[src/rtl/lfsr_seed_stepper_if.sv]
// Handshake/data bundle between the seed stepper (slave) and its load/step environment (master).
// Carries the load request, the seed burst output, the step result return path and status.
interface lfsr_seed_stepper_if #(
    parameter int SEED_W = 10,
    parameter int CNT_W  = 8
);
    logic              load_valid;
    logic              load_ready;
    logic [SEED_W-1:0] load_seed;
    logic [CNT_W-1:0]  load_count;
    logic [1:0]        prob_in;
    logic [1:0]        prob_out;
    logic              out_valid;
    logic              out_ready;
    logic [SEED_W-1:0] out_seed;
    logic [SEED_W-1:0] rnd_in;
    logic              abort;
    logic              busy;
    logic              done;

    modport master (
        output load_valid, load_seed, load_count, prob_in, out_ready, rnd_in, abort,
        input  load_ready, prob_out, out_valid, out_seed, busy, done
    );

    modport slave (
        input  load_valid, load_seed, load_count, prob_in, out_ready, rnd_in, abort,
        output load_ready, prob_out, out_valid, out_seed, busy, done
    );
endinterface

[src/rtl/lfsr_seed_stepper.sv]
// Seed register and burst sequencer in front of the combinational LFSR/probability-mask step.
// Optional feature macro: LFSR_STEP_PROB_LATCH_EN (latch prob_in at load and hold it for the burst).
module lfsr_seed_stepper #(
    parameter int RND_SIZE = 5,
    parameter int CNT_W    = 8,
    localparam int SEED_W  = RND_SIZE * (RND_SIZE - 1) / 2,
    parameter logic [SEED_W-1:0] DEFAULT_SEED = 'h001,
    parameter logic [1:0]        PROB_DEFAULT = 2'b00
) (
    input  logic                 clk,
    input  logic                 rst,
    lfsr_seed_stepper_if.slave   bus
);

    typedef enum logic [1:0] {
        IDLE = 2'd0,
        RUN  = 2'd1,
        DONE = 2'd2
    } state_t;

    state_t            state_reg;
    state_t            state_next;
    logic [SEED_W-1:0] seed_reg;
    logic [CNT_W-1:0]  remaining_reg;
    logic              load_fire;
    logic              out_fire;

    assign load_fire = bus.load_valid && (state_reg == IDLE);
    // abort wins over a simultaneous transfer: the beat is consumed downstream but not stepped here
    assign out_fire  = (state_reg == RUN) && bus.out_ready && !bus.abort;

    always_ff @(posedge clk) begin
        if (rst) begin
            state_reg <= IDLE;
        end else begin
            state_reg <= state_next;
        end
    end

    always_comb begin
        state_next = state_reg;
        case (state_reg)
            IDLE: begin
                if (load_fire) begin
                    state_next = (bus.load_count != '0) ? RUN : DONE;
                end
            end
            RUN: begin
                if (bus.abort) begin
                    state_next = IDLE;
                end else if (out_fire && remaining_reg <= CNT_W'(1)) begin
                    state_next = DONE;
                end
            end
            DONE:    state_next = IDLE;
            default: state_next = IDLE;
        endcase
    end

    always_comb begin
        bus.load_ready = (state_reg == IDLE);
        bus.out_valid  = (state_reg == RUN);
        bus.done       = (state_reg == DONE);
        bus.busy       = (state_reg != IDLE);
    end

    always_ff @(posedge clk) begin
        if (rst) begin
            seed_reg      <= DEFAULT_SEED;
            remaining_reg <= '0;
        end else if (load_fire) begin
            // an all-zero seed would lock the LFSR, so substitute the default
            seed_reg      <= (bus.load_seed == '0) ? DEFAULT_SEED : bus.load_seed;
            remaining_reg <= bus.load_count;
        end else if (out_fire) begin
            seed_reg <= bus.rnd_in;
            if (remaining_reg != '0) begin
                remaining_reg <= remaining_reg - CNT_W'(1);
            end
        end
    end

    assign bus.out_seed = seed_reg;

`ifdef LFSR_STEP_PROB_LATCH_EN
    logic [1:0] prob_reg;

    always_ff @(posedge clk) begin
        if (rst) begin
            prob_reg <= PROB_DEFAULT;
        end else if (load_fire) begin
            prob_reg <= bus.prob_in;
        end
    end

    assign bus.prob_out = prob_reg;
`else
    logic unused_prob_in;

    assign unused_prob_in = ^bus.prob_in;
    assign bus.prob_out   = PROB_DEFAULT;
`endif

endmodule
[src/flat_wrapper.sv]
// flat-port wrapper written by rule: the top's interface ports become plain ports
module lfsr_seed_stepper_flat 
#(
    parameter int RND_SIZE = 5,
    parameter int CNT_W    = 8,
    localparam int SEED_W  = RND_SIZE * (RND_SIZE - 1) / 2,
    parameter logic [SEED_W-1:0] DEFAULT_SEED = 'h001,
    parameter logic [1:0]        PROB_DEFAULT = 2'b00
)
  (clk, rst, bus_load_valid, bus_load_seed, bus_load_count, bus_prob_in, bus_out_ready, bus_rnd_in, bus_abort, bus_load_ready, bus_prob_out, bus_out_valid, bus_out_seed, bus_busy, bus_done);
  lfsr_seed_stepper_if #(.CNT_W(CNT_W)) bus_i ();
  input  logic clk;
  input  logic rst;
  input wire logic [$bits(bus_i.load_valid)-1:0] bus_load_valid;
  input wire logic [$bits(bus_i.load_seed)-1:0] bus_load_seed;
  input wire logic [$bits(bus_i.load_count)-1:0] bus_load_count;
  input wire logic [$bits(bus_i.prob_in)-1:0] bus_prob_in;
  input wire logic [$bits(bus_i.out_ready)-1:0] bus_out_ready;
  input wire logic [$bits(bus_i.rnd_in)-1:0] bus_rnd_in;
  input wire logic [$bits(bus_i.abort)-1:0] bus_abort;
  output wire logic [$bits(bus_i.load_ready)-1:0] bus_load_ready;
  output wire logic [$bits(bus_i.prob_out)-1:0] bus_prob_out;
  output wire logic [$bits(bus_i.out_valid)-1:0] bus_out_valid;
  output wire logic [$bits(bus_i.out_seed)-1:0] bus_out_seed;
  output wire logic [$bits(bus_i.busy)-1:0] bus_busy;
  output wire logic [$bits(bus_i.done)-1:0] bus_done;
  assign bus_i.load_valid = bus_load_valid;
  assign bus_i.load_seed = bus_load_seed;
  assign bus_i.load_count = bus_load_count;
  assign bus_i.prob_in = bus_prob_in;
  assign bus_i.out_ready = bus_out_ready;
  assign bus_i.rnd_in = bus_rnd_in;
  assign bus_i.abort = bus_abort;
  assign bus_load_ready = bus_i.load_ready;
  assign bus_prob_out = bus_i.prob_out;
  assign bus_out_valid = bus_i.out_valid;
  assign bus_out_seed = bus_i.out_seed;
  assign bus_busy = bus_i.busy;
  assign bus_done = bus_i.done;
  lfsr_seed_stepper #(.RND_SIZE(RND_SIZE), .CNT_W(CNT_W), .DEFAULT_SEED(DEFAULT_SEED), .PROB_DEFAULT(PROB_DEFAULT)) u_core (.clk(clk), .rst(rst), .bus(bus_i));
endmodule
[config.mk]
export PLATFORM = sky130hd
export DESIGN_NAME = lfsr_seed_stepper_flat
export DESIGN_NICKNAME = d
export VERILOG_FILES = /design/src/rtl/lfsr_seed_stepper_if.sv /design/src/rtl/lfsr_seed_stepper.sv /design/src/flat_wrapper.sv
export SDC_FILE = /design/constraint.sdc
export NUM_CORES = 1
export LEC_CHECK = 0
export ABC_AREA = 1
export CORE_MARGIN = 1.5
export CORE_UTILIZATION = 38
export DETAILED_ROUTE_END_ITERATION = 8
export PLACE_DENSITY = 0.72
export SLEW_MARGIN = 20
export SYNTH_ARGS = -nofsm -noshare
export SYNTH_HDL_FRONTEND = slang
export SYNTH_SLANG_ARGS = --single-unit
[constraint.sdc]
create_clock -name clk -period 1.21 [get_ports clk]
set_input_delay 0.121 -clock clk [delete_from_list [all_inputs] [get_ports clk]]
set_output_delay 0.121 -clock clk [all_outputs]
set_load 0.02 [all_outputs]
==> results.txt, run 1 <==
- Count of cells along the worst register-to-register path: 8
* Post-synthesis instance area: 1250 um^2
- Top cell type's share of synthesized area: 0.321
* Total wirelength of the detailed-routed design: 3.67 mm
* FF+latch count, synth: 20
- The library cells used most frequently in the layout, excluding fill and tap cells, are sky130_fd_sc_hd__nand2_1, sky130_fd_sc_hd__clkdlybuf4s50_1, sky130_fd_sc_hd__nor2_1, sky130_fd_sc_hd__buf_4, sky130_fd_sc_hd__dfxtp_1.
* Die H: 60.3 um
* Largest buffer count on any clock path: 2
- Final cycle utilization of the critical path: 1.06
* Area post-placement: 1930 um^2
- Clock latency on the worst-skew pair, taken at its later pin, is 0.30 ns.
- Total Power Consumption: 2.08 mW
- Number of cells on the worst hold path: 3
* Detail-routed net length per standard cell: 12.1 um
* Number of standard-cell rows in the floorplan: 20
* Tot GR Track Use: 0.214
- STA classifies the critical path startpoint as a flip-flop.
* YS warnings: 0
- Endpoint of the most critical register-to-register path: u_core.bus.out_seed[1]
- Pwr Density: 951 nW/um^2
* Number of H-tree levels: 1
- Share of synthesized flip-flops with an asynchronous set or reset: 0
- Entering global routing, the biggest net connects 12 pins.
* Clock Root Buffer: sky130_fd_sc_hd__clkbuf_4
- The repair_antennas step left the layout with diodes totalling 0.
* Static Leak: 0.963 nW
- Internal reg-to-reg setup slack: -0.07 ns
- Violations in the final reports: negative setup slack
- Maximum fanout encountered on the critical timing path: 8
* Number of nets in the final layout: 296
- The biggest area contributor in the post-synthesis netlist is sky130_fd_sc_hd__dfxtp_1.
* Clock tree from TritonCTS: built
- The path class of the tightest hold or removal check is in -> reg.
- Met3 layer usage reported by global route: 0.0390
* Design Area, Final: 2190 um^2
- Yosys attributes the largest share of cell area to sky130_fd_sc_hd__dfxtp_1, sky130_fd_sc_hd__nand2_1, sky130_fd_sc_hd__nor2_1.
* Final core area utilization: 0.711
* Drc violations: 0
- The final number of max-transition violations came to 0.
- The library cell used most frequently in the layout, excluding fill and tap cells, is sky130_fd_sc_hd__nand2_1.
* DR iter-0 viols: 90
- Number of top-level design ports: 51
- Based on the critical path, the design can be clocked at up to 781 MHz.
- The flow ran to the end, but the final reports show violations.
- After clock tree synthesis, the clock-pin slew on the worst setup and hold paths is 0.12 ns.
* Largest register FFs: 10
* Sum of overflow across all layers after global routing: 0
- Num Clock Sinks: 20
- First-pass GRT wire length: 5.89 mm
- Via/cell ratio: 4.86
- Pre-Repair DR Iteration Count: 4
- Met2 track utilization from global routing: 0.399
- For this run, global-route usage on met1 was measured as 0.249.
- Vias in the first global route: 1406
* Max-cap violations: 0
* DPL Wire Length: 2.72 mm
- The floorplan step defined a core boundary enclosing 3080 um^2.
- For this run, the leading register cell type out of synthesis is sky130_fd_sc_hd__dfxtp_1.
- Die Wd: 60.3 um
- Final setup violating endpoints: 15
* Total die area: 3630 um^2
* Initial standard-cell utilization of the core: 0.405
* Post-Syn Area per Cell: 6.74 um^2
* WS Path Type: reg -> reg
- The congestion estimate from routability-driven global placement came to 0.824.
* Post-synth EDFFs: 0
- Final critical path time including I/O delays and setup: 1.28 ns
* Post-layout worst setup margin: -0.0701 ns
- CP Data Required Time: 1.45 ns
- Worst-case clock skew: 0.00498 ns
- The count of buffers added on input and output ports is 46.
- Across the VDD grid, the largest voltage drop is 583 uV.
- Number of hold violations in the final report: 0
- Setup crit end kind: flip-flop
- Most utilized layer in the global route result: met2
- Share of post-route cells with drive strength above 1: 0.333
* Hold path start: bus_rnd_in[9]
* CTS Buf Count: 3
- Antenna violations before repair: 0
- End point of the most critical hold path: u_core.bus.out_seed[9]
- The number of different library cells used by synthesis comes to 28.
* Post-Syn Instances: 185
- Setup repair after global routing could not meet its margin everywhere.
- The area growth from synthesis to layout is 75.5%.
- Reg-to-reg critical path startpoint: u_core.state_reg[0]
- Seq/Total Area, Yosys: 0.321
- Once detail routing completed, the nets flagged for antenna violations numbered 0.
- At the worst endpoint, the arrival time is 1.52 ns.
- Across all layers, the routed design uses 1467 vias.
-- worst max-delay path, cell delays in order (launching register included) --
cell and delay, ns:
sky130_fd_sc_hd__dfxtp_4 0.41, sky130_fd_sc_hd__inv_4 0.04, sky130_fd_sc_hd__nor2_4 0.12, sky130_fd_sc_hd__nand3_4 0.11, sky130_fd_sc_hd__buf_12 0.16, sky130_fd_sc_hd__buf_12 0.12, sky130_fd_sc_hd__nand2_8 0.08, sky130_fd_sc_hd__nor2_4 0.03
sky130_fd_sc_hd__nor3_2 0.14
-- through the flow --
| stage | setup WS [ns] | hold WS, ns | setup TNS [ns] | std cells |
|---|---|---|---|---|
| 5_1_grt | -0.134 | 0.378 | -1.50 | 302 |
| 2_1_floorplan | -0.0200 | 0.272 | -0.0200 | 186 |
| 3_3_place_gp | -0.143 | 0.482 | -2.11 | 292 |
| 3_5_place_dp | -0.161 | 0.489 | -2.50 | 292 |
| 6_report | -0.0701 | 0.375 | -0.457 | 302 |
| 4_1_cts | -0.125 | 0.372 | -0.470 | 299 |
-- final cells by class --
class,instances,area [um^2]
multi-input combinational,143,895
fill,267,891
timing repair buffer,75,719
sequential,20,414
inverter,16,67.6
tap,44,55.1
clock buffer,4,36.3
-- report_power, final --
| part | internal, mW | switching [mW] |
|---|---|---|
| sequential | 0.721 | 0.0520 |
| combinational | 0.456 | 0.457 |
| clock | 0.183 | 0.211 |
| total | 1.36 | 0.720 |
-- synthesized netlist by cell type (3+ instances only) --
cell type                  n
sky130_fd_sc_hd__a21oi_1   5
sky130_fd_sc_hd__a31oi_1   9
sky130_fd_sc_hd__buf_4     3
sky130_fd_sc_hd__buf_6     3
sky130_fd_sc_hd__dfxtp_1  20
sky130_fd_sc_hd__inv_1    14
sky130_fd_sc_hd__nand2_1  42
sky130_fd_sc_hd__nand2_2   3
sky130_fd_sc_hd__nand3_1  13
sky130_fd_sc_hd__nand4_1   3
sky130_fd_sc_hd__nor2_1   29
sky130_fd_sc_hd__nor2_2    4
sky130_fd_sc_hd__nor3_1    3
sky130_fd_sc_hd__o21ai_0  13
sky130_fd_sc_hd__xnor2_1   3
-- cell families after synthesis --
| family | after synthesis | synth area share |
|---|---|---|
| AO/OA/AOI/OAI | 31 | 0.144 |
| XOR/XNOR | 3 | 0.0211 |
| adder cells (fa/ha/maj) | 2 | 0.0201 |
| buffers and inverters | 24 | 0.100 |
| flip-flops | 20 | 0.321 |
| other | 1 | 0.00301 |
| AND/OR/NAND/NOR | 104 | 0.391 |
-- metal layers --
layer  up-vias  share of wire
met5         -              0
met4         0         0.0035
met3         2          0.058
met2        45           0.52
met1       667           0.42
li1        753              -
-- how the worst max path moves through the flow --
stage	end	start	cells after the start	slack, ns
after floorplan	u_core.bus.out_seed[0]	u_core.state_reg[1]	6	-0.02
after global placement	u_core.remaining_reg[5]	bus_out_ready	8	-0.14
after detailed placement	u_core.remaining_reg[7]	bus_out_ready	8	-0.16
after CTS	bus_out_valid	u_core.state_reg[0]	3	-0.12
after global routing	u_core.state_reg[1]	u_core.remaining_reg[0]	7	-0.13
final	u_core.bus.out_seed[1]	u_core.state_reg[0]	8	-0.07
-- what timing repair did --
action | in CTS | in global routing
hold buffers | 0 | 0
buffers inserted | 2 | 3
cloned | 1 | 0
endpoints found under the hold margin | 0 | 0
pin swaps | 14 | 19
gates resized for setup | 49 | 34
setup endpoints to repair | 31 | 22
(Power assumes the default switching activity.)
==> inputs of run 2 (changes only) <==
--- a/config.mk
+++ b/config.mk
@@ -6,11 +6,12 @@
 export NUM_CORES = 1
 export LEC_CHECK = 0
 export ABC_AREA = 1
+export CAP_MARGIN = 15
 export CORE_MARGIN = 1.5
 export CORE_UTILIZATION = 38
 export DETAILED_ROUTE_END_ITERATION = 8
 export PLACE_DENSITY = 0.72
-export SLEW_MARGIN = 20
+export SLEW_MARGIN = 0
 export SYNTH_ARGS = -nofsm -noshare
 export SYNTH_HDL_FRONTEND = slang
 export SYNTH_SLANG_ARGS = --single-unit
==> results of run 2 <==
No change in the layout: final DEF, timing and power equal those of run 1.
